`config.mk`:
```
export PLATFORM = sky130hd
export DESIGN_NAME = univ_shift_reg_n
export DESIGN_NICKNAME = d
export VERILOG_FILES = /design/src/rtl/univ_shift_reg_n.sv
export SDC_FILE = /design/constraint.sdc
export NUM_CORES = 1
export LEC_CHECK = 0
export ABC_AREA = 0
export CORE_UTILIZATION = 35
export DETAILED_ROUTE_END_ITERATION = 10
export PLACE_DENSITY = 0.63
export REMOVE_ABC_BUFFERS = 1
export SYNTH_ARGS = -nofsm -noshare
export SYNTH_HDL_FRONTEND = slang
export SYNTH_SLANG_ARGS = --single-unit
```
`constraint.sdc`:
```
create_clock -name clk -period 5.15 [get_ports clk]
set_input_delay 1.03 -clock clk [delete_from_list [all_inputs] [get_ports clk]]
set_output_delay 1.03 -clock clk [all_outputs]
set_load 0.05 [all_outputs]
```
`src/rtl/univ_shift_reg_n.sv`:
```
// -----------------------------------------------------------------------------
// univ_shift_reg_n
//
// Parametrised universal shift register with an autonomous burst engine.
// One step can hold, shift (logical left/right, arithmetic right), rotate or
// parallel-load the register. A burst runs a latched shift/rotate mode for a
// programmed number of steps. The en input can stall a burst.
//
// Ports
//   clk        rising-edge clock
//   rst        synchronous, active-high reset (wins over everything)
//   en         step enable: single step when idle, run/stall when busy
//   mode       operation select (HOLD/SHR/SHL/LOAD/ROTR/ROTL/ASHR/rsvd)
//   msb_in     serial input shifted in at the top on SHR steps
//   lsb_in     serial input shifted in at the bottom on SHL steps
//   load_data  parallel load value
//   start      burst request, sampled only while idle
//   count      burst step count, sampled with start
//   q          register contents
//   sout_r     q[0]
//   sout_l     q[WIDTH-1]
//   busy       burst in progress
//   done       one-cycle burst-complete pulse
//
// Burst handshake: a request is start=1 together with a shift/rotate mode,
// sampled at an edge while busy=0. A request with count>0 is accepted at
// that edge and raises busy from the next cycle. No step happens on the
// accepting edge. Each later edge with en=1 performs one step. The edge that
// performs the last step drops busy and raises done for exactly one cycle.
// A request with count=0 raises done for one cycle and never raises busy.
// Requests are ignored while busy=1. They are accepted again in the done
// cycle.
// -----------------------------------------------------------------------------
module univ_shift_reg_n #(
    parameter int WIDTH = 8,
    parameter int CNT_W = $clog2(WIDTH) + 1
) (
    input  logic             clk,
    input  logic             rst,
    input  logic             en,
    input  logic [2:0]       mode,
    input  logic             msb_in,
    input  logic             lsb_in,
    input  logic [WIDTH-1:0] load_data,
    input  logic             start,
    input  logic [CNT_W-1:0] count,
    output logic [WIDTH-1:0] q,
    output logic             sout_r,
    output logic             sout_l,
    output logic             busy,
    output logic             done
);

    localparam logic [2:0] M_HOLD = 3'b000;
    localparam logic [2:0] M_SHR  = 3'b001;
    localparam logic [2:0] M_SHL  = 3'b010;
    localparam logic [2:0] M_LOAD = 3'b011;
    localparam logic [2:0] M_ROTR = 3'b100;
    localparam logic [2:0] M_ROTL = 3'b101;
    localparam logic [2:0] M_ASHR = 3'b110;

    typedef enum logic {
        IDLE = 1'b0,
        RUN  = 1'b1
    } state_t;

    state_t           state, state_next;
    logic [CNT_W-1:0] remaining, remaining_next;
    logic [2:0]       run_mode, run_mode_next;
    logic [WIDTH-1:0] q_next;
    logic             done_next;

    // Result of one step of mode m applied to v. Reserved mode 111 holds.
    function automatic logic [WIDTH-1:0] step_fn(
        input logic [2:0]       m,
        input logic [WIDTH-1:0] v,
        input logic             mi,
        input logic             li,
        input logic [WIDTH-1:0] ld
    );
        logic [WIDTH-1:0] r;
        r = v;
        case (m)
            M_HOLD: r = v;
            M_SHR:  r = {mi, v[WIDTH-1:1]};
            M_SHL:  r = {v[WIDTH-2:0], li};
            M_LOAD: r = ld;
            M_ROTR: r = {v[0], v[WIDTH-1:1]};
            M_ROTL: r = {v[WIDTH-2:0], v[WIDTH-1]};
            M_ASHR: r = {v[WIDTH-1], v[WIDTH-1:1]};
            default: r = v;
        endcase
        return r;
    endfunction

    // Only shift/rotate modes can start a burst. HOLD, LOAD and rsvd fall
    // back to ordinary idle single-step behaviour even with start high.
    function automatic logic is_shift(input logic [2:0] m);
        return (m == M_SHR) || (m == M_SHL) || (m == M_ROTR) ||
               (m == M_ROTL) || (m == M_ASHR);
    endfunction

    always_comb begin
        state_next     = state;
        remaining_next = remaining;
        run_mode_next  = run_mode;
        q_next         = q;
        done_next      = 1'b0;
        case (state)
            IDLE: begin
                if (start && is_shift(mode)) begin
                    // Burst request: latch only, no step on this edge.
                    if (count != '0) begin
                        run_mode_next  = mode;
                        remaining_next = count;
                        state_next     = RUN;
                    end else begin
                        done_next = 1'b1;
                    end
                end else if (en) begin
                    q_next = step_fn(mode, q, msb_in, lsb_in, load_data);
                end
            end
            RUN: begin
                if (en) begin
                    // Serial inputs are sampled live, only the mode is latched.
                    q_next         = step_fn(run_mode, q, msb_in, lsb_in, load_data);
                    remaining_next = remaining - CNT_W'(1);
                    if (remaining == CNT_W'(1)) begin
                        state_next = IDLE;
                        done_next  = 1'b1;
                    end
                end
            end
            default: begin
                state_next = IDLE;
            end
        endcase
    end

    always_ff @(posedge clk) begin
        if (rst) begin
            state     <= IDLE;
            remaining <= '0;
            run_mode  <= M_HOLD;
            q         <= '0;
            busy      <= 1'b0;
            done      <= 1'b0;
        end else begin
            state     <= state_next;
            remaining <= remaining_next;
            run_mode  <= run_mode_next;
            q         <= q_next;
            // busy mirrors the RUN state and is the externally visible state flag.
            busy      <= (state_next == RUN);
            done      <= done_next;
        end
    end

    assign sout_r = q[0];
    assign sout_l = q[WIDTH-1];

endmodule

```
==> results of run 1 <==
-- worst min path at each step --
stage               cells past startpoint                 startpoint                        end  slack [ns]
floorplan                               2  remaining[3]$_SDFFE_PP0P_  remaining[3]$_SDFFE_PP0P_        0.47
global placement                        2  remaining[3]$_SDFFE_PP0P_  remaining[3]$_SDFFE_PP0P_        0.50
global route                            2  remaining[3]$_SDFFE_PP0P_  remaining[3]$_SDFFE_PP0P_        0.55
CTS                                     2  remaining[3]$_SDFFE_PP0P_  remaining[3]$_SDFFE_PP0P_        0.51
finish                                  2  remaining[3]$_SDFFE_PP0P_  remaining[3]$_SDFFE_PP0P_        0.52
detailed placement                      2  remaining[3]$_SDFFE_PP0P_  remaining[3]$_SDFFE_PP0P_        0.50
-- power groups by stage --
stage / Clock (mW) / Combinational (mW) / Sequential (mW)
floorplan: 0 / 0.0750 / 0.183
global placement: 0 / 0.160 / 0.162
detailed placement: 0 / 0.161 / 0.162
CTS: 0.106 / 0.161 / 0.159
global route: 0.112 / 0.176 / 0.162
finish: 0.102 / 0.162 / 0.160
-- cells in the mapped netlist (3+ instances only) --
cell / count / share of area
a21o_1: 5 / 0.023
buf_2: 3 / 0.0093
o21ai_0: 9 / 0.028
nor3_1: 5 / 0.016
dfxtp_1: 17 / 0.21
nand2b_1: 4 / 0.016
nor3b_1: 3 / 0.014
clkbuf_1: 12 / 0.028
mux2i_1: 7 / 0.044
o311ai_0: 6 / 0.033
and3_1: 3 / 0.012
o41ai_1: 3 / 0.016
nor2b_1: 5 / 0.019
inv_1: 14 / 0.033
o211ai_1: 3 / 0.014
a211oi_1: 7 / 0.033
or3_1: 3 / 0.012
nor2_1: 14 / 0.033
a22o_1: 11 / 0.060
a221oi_1: 7 / 0.038
o31ai_1: 6 / 0.028
nand2_1: 11 / 0.026
nand3_1: 6 / 0.019
a21oi_1: 13 / 0.040
a21bo_2: 3 / 0.019
-- tightest hold or removal path: cells and delay by family, from the launching register on --
family | cells | cell delay [ns]
AOI/OAI and AO/OA | 2 | 0.15
DFF | 1 | 0.33
-- cell families (layout without fill, tap and decap cells) --
kind of cell    Yosys count  in the layout  share of synthesized area
compound gates           85             85                      0.398
fa+ha+maj                 2              2                     0.0155
buf+inv                  35             55                     0.0980
flops                    17             17                      0.212
mux                       7              7                     0.0435
simple gates             66             66                      0.233
-- layer usage --
metal	track usage	wire length (um)
met1	0.259	2110
met2	0.325	2270
met3	0.0451	274
met4	0.0622	55
met5	0	0
-- layout make-up --
| cell class | count | area, um^2 |
|---|---|---|
| Multi-Input combinational cell | 160 | 1110 |
| Sequential cell | 17 | 340 |
| Timing Repair Buffer | 36 | 350 |
| Tap cell | 52 | 65.1 |
| Fill cell | 441 | 2420 |
| Inverter | 15 | 56.3 |
| Clock buffer | 4 | 45.0 |
-- metrics by stage --
step,total power [mW],area (um^2),worst slack (ns),cells
2_1_floorplan,0.258,1510,2.67,192
3_3_place_gp,0.323,1920,1.85,280
5_1_grt,0.451,1970,1.90,284
3_5_place_dp,0.323,1920,1.81,280
4_1_cts,0.427,1970,2.12,284
6_report,0.424,1970,2.11,284
-- sequential cells by signal, summed over array words and instances, names as in the netlist --
| signal | flops |
|---|---|
| q | 8 |
| remaining | 4 |
| run_mode | 3 |
| done | 1 |
| state | 1 |
==> results_dict.tcl, run 1 <==
set metrics [dict create \
    cp_num_buf_inv 2 \
    final_layout_size_suffix_gt1_frac 0.0733 \
    ys.warnings.count 0 \
    fin_util 0.449 \
    core-area_um2 4380 \
    post_cts_buffers 0 \
    period_needed_ns 3.04 \
    clkTransAtPathRegs_ns 0.07 \
    tns_ns 0 \
    synth_seq_area_share 0.212 \
    ys_types 49 \
    start_util 0.367 \
    routed_wirelength_um 4710 \
    overflow 0 \
    rsz0062_at_grt "false" \
    worstReg2RegStart "state$_SDFF_PP0_" \
    startpoint "mode[1]" \
    critPathSlowestCell "o311ai_1" \
    netSwitchingFraction 0.374 \
    cts_resized 0 \
    cap_viol_max_count 0 \
    critPathMaxStageDelay_ns 0.94 \
    place_hpwl_um 3290 \
    routed_via_density 6.09 \
    layout_common_cells "clkdlybuf4s50_1, dfxtp_1, inv_1, nor2_1, a21oi_1" \
    num_vias 1729 \
    antenna_left 0 \
    drc 0 \
    antenna_found_initial 0 \
    h-tree-depth 1 \
    ir_drop_mv 0.128 \
    worst_pin_slew_ns 1.10 \
    fin_crit_sh 0.590 \
    antenna_cells 0 \
    min_path_type "reg -> reg" \
    slew_headroom 0.255 \
    path_delay_family "compound AO/OA/AOI/OAI gates" \
    cts.path.max_buffers 2 \
    hold_violations 0 \
    path_cells "clkdlybuf4s50_1 -> buf_4 -> nor3_4 -> o311ai_1 -> o311ai_0 -> o41ai_1" \
    die_area_um2 4870 \
    crit_path_start_kind "primary input" \
    layout_commonest_cell "clkdlybuf4s50_1" \
    power_density_nw_per_um2 215 \
    synth_area_um2 1610 \
    pwr-share-comb 0.382 \
    cts-root-buf "clkbuf_8" \
    cts_inserted_buffers 3 \
    drt_iter0_markers 87 \
    syn_inst 212 \
    grt_pass1_vias 1618 \
    syn_avg_cell_area_um2 7.59 \
    power_switching_mw 0.159 \
    reg2reg_to "q[0]$_SDFFE_PP0P_" \
    endpoint_kind "flip-flop" \
    ys_async_sr_fraction 0 \
    fmax_mhz 329 \
    leakagePower_nw 0.716 \
    hold_ws_ns 0.515 \
    ioPinCount 33 \
    grt_usage 0.199 \
    finalMaxSlewViolations 0 \
    clock-skew-final_ns 0.00608 \
    p_int_mw 0.265 \
    endpoint "q[5]$_SDFFE_PP0P_" \
    placement.io_buffers 32 \
    die_y_um 69.8 \
    path_class "in -> reg" \
    p_seq_frac 0.377 \
    clock_latency_ns 0.26 \
    path_depth 6 \
    grt_pass1_wl_um 7910 \
    ff2ff_setup_slack_ns 2.79 \
    clock-sinks 17 \
    hold_buffers 0 \
    clockPowerShare 0.241 \
    gp_congestion 0.861 \
    setup_viol 0 \
    crit_fanout 23 \
    num_rows 24 \
    status "complete, no violations" \
    syn_to_final_growth_pct 22.3 \
    crit_arrival_ns 3.20 \
    grt_start_max_net_pins 25 \
    r2r_cells 5 \
    synth_edf_count 0 \
    dieWidth_um 69.8 \
    wl_per_cell_um 16.6 \
    dr.pass1.iters 4 \
    cts_tree "built" \
    synth_seq_cells 17 \
    synth_flop_cell "dfxtp_1" \
    required_ns 5.31 \
    nets 256 \
]
(Power assumes the default switching activity.)
==> run 2, diff against run 1 <==
PLACE_DENSITY = 0.65   (was 0.63)
clock period = 2.64 ns   (was 5.15 ns; I/O delays follow)
==> results_dict.tcl, run 2 (same netlist as run 1, synthesis figures left out) <==
set metrics [dict create \
    min_path_type "reg -> reg" \
    leakagePower_nw 0.786 \
    path_class "in -> reg" \
    instances_no_fill 298 \
    wl_per_cell_um 16.5 \
    start_util 0.367 \
    worst_pin_slew_ns 0.618 \
    routed_wirelength_um 4920 \
    place_hpwl_um 3710 \
    cap_viol_max_count 0 \
    finalMaxSlewViolations 0 \
    drc 0 \
    cts-root-buf "clkbuf_8" \
    final_layout_size_suffix_gt1_frac 0.130 \
    grt_usage 0.203 \
    hold_violations 0 \
    cts_inserted_buffers 3 \
    pwr-share-comb 0.393 \
    routed_via_density 5.99 \
    power_switching_mw 0.335 \
    gp_congestion 0.872 \
    placed_cells 294 \
    die_area_um2 4870 \
    clock-skew-final_ns 0.00324 \
    fin_util 0.474 \
    dr.pass1.iters 4 \
    design_area_um2 2080 \
    antenna_found_initial 0 \
    nets 270 \
    slew_headroom 0.588 \
    num_rows 24 \
    grt_start_max_net_pins 21 \
    h-tree-depth 1 \
    crit_fanout 11 \
    clock_latency_ns 0.26 \
    cts_resized 0 \
    p_int_mw 0.531 \
    fin_crit_sh 0.887 \
    fillers 430 \
    required_ns 2.79 \
    crit_path_start_kind "primary input" \
    post_cts_buffers 0 \
    p_seq_frac 0.357 \
    layout_commonest_cell "clkdlybuf4s50_1" \
    regMostFlops "q" \
    layout_common_cells "clkdlybuf4s50_1, buf_4, dfxtp_1" \
    crit_arrival_ns 2.50 \
    grt_pass1_wl_um 7930 \
    reg_top3 "q x8, remaining x4, run_mode x3" \
    largest_register_ffs 8 \
    drt_iter0_markers 193 \
    clkTransAtPathRegs_ns 0.08 \
    antenna_cells 0 \
    setup_viol 0 \
    rsz0062_at_grt "false" \
    hold_buffers 0 \
    ioPinCount 33 \
    placement.io_buffers 32 \
    period_needed_ns 2.34 \
    grt_pass1_vias 1579 \
    num_vias 1785 \
    clock-sinks 17 \
    ir_drop_mv 0.189 \
    cts.path.max_buffers 2 \
    endpoint_kind "flip-flop" \
    core-area_um2 4380 \
    tns_ns 0 \
    netSwitchingFraction 0.387 \
    status "complete, no violations" \
    dieWidth_um 69.8 \
    overflow 0 \
    antenna_left 0 \
    power_density_nw_per_um2 417 \
    dpl_cell_area_um2 2030 \
    die_y_um 69.8 \
    clockPowerShare 0.249 \
    cts_tree "built" \
    syn_to_final_growth_pct 29.1 \
    fmax_mhz 427 \
]
## run 2: final timing paths
path                                                 from                         to  slack (ns)  cells after the start
worst max-delay path                              mode[0]          q[0]$_SDFFE_PP0P_        0.30                      6
worst max register to register   run_mode[0]$_SDFFE_PP0P_          q[0]$_SDFFE_PP0P_        0.62                      5
worst min register to register  remaining[3]$_SDFFE_PP0P_  remaining[3]$_SDFFE_PP0P_        0.53                      2
worst min-delay path            remaining[3]$_SDFFE_PP0P_  remaining[3]$_SDFFE_PP0P_        0.53                      2
## run 2: per-stage QoR
step | power, mW | setup WS [ns] | hold slack, ns
2_1_floorplan | 0.502 | 0.156 | 0.471
3_3_place_gp | 0.651 | 0.0541 | 0.500
3_5_place_dp | 0.650 | 0.0453 | 0.505
4_1_cts | 0.865 | 0.315 | 0.520
5_1_grt | 0.914 | 0.116 | 0.535
6_report | 0.866 | 0.297 | 0.526
## run 2: metal layers
metal	vias to the layer above	track usage	wire (um)	share of wire
li1	888	-	-	-
met1	842	0.279	2310	0.47
met2	46	0.325	2330	0.47
met3	9	0.0247	175	0.036
met4	0	0.0733	102	0.021
met5	-	0	0	0
## run 2: power by group through the flow
stage               clock network (mW)  registers [mW]  logic, mW
global placement                     0           0.315      0.336
global route                     0.234           0.312      0.368
finish                           0.216           0.310      0.341
floorplan                            0           0.356      0.146
detailed placement                   0           0.314      0.336
CTS                              0.219           0.308      0.337
## run 2: area by class of cell
class | count | area, um^2 | share of cell area
inverters | 15 | 56.3 | 0.0271
well taps | 52 | 65.1 | 0.0313
flip-flops and latches | 17 | 340 | 0.164
multi-input cells | 160 | 1110 | 0.535
clock buffers | 3 | 41.3 | 0.0199
repair buffers | 50 | 455 | 0.219
clock inverters | 1 | 7.51 | 0.00361
## run 2: worst max-delay path, stage by stage
cell	delay, ns
clkdlybuf4s50_1	0.70
and2_1	0.21
o311ai_1	0.09
buf_4	0.18
or3_1	0.42
o311a_1	0.36
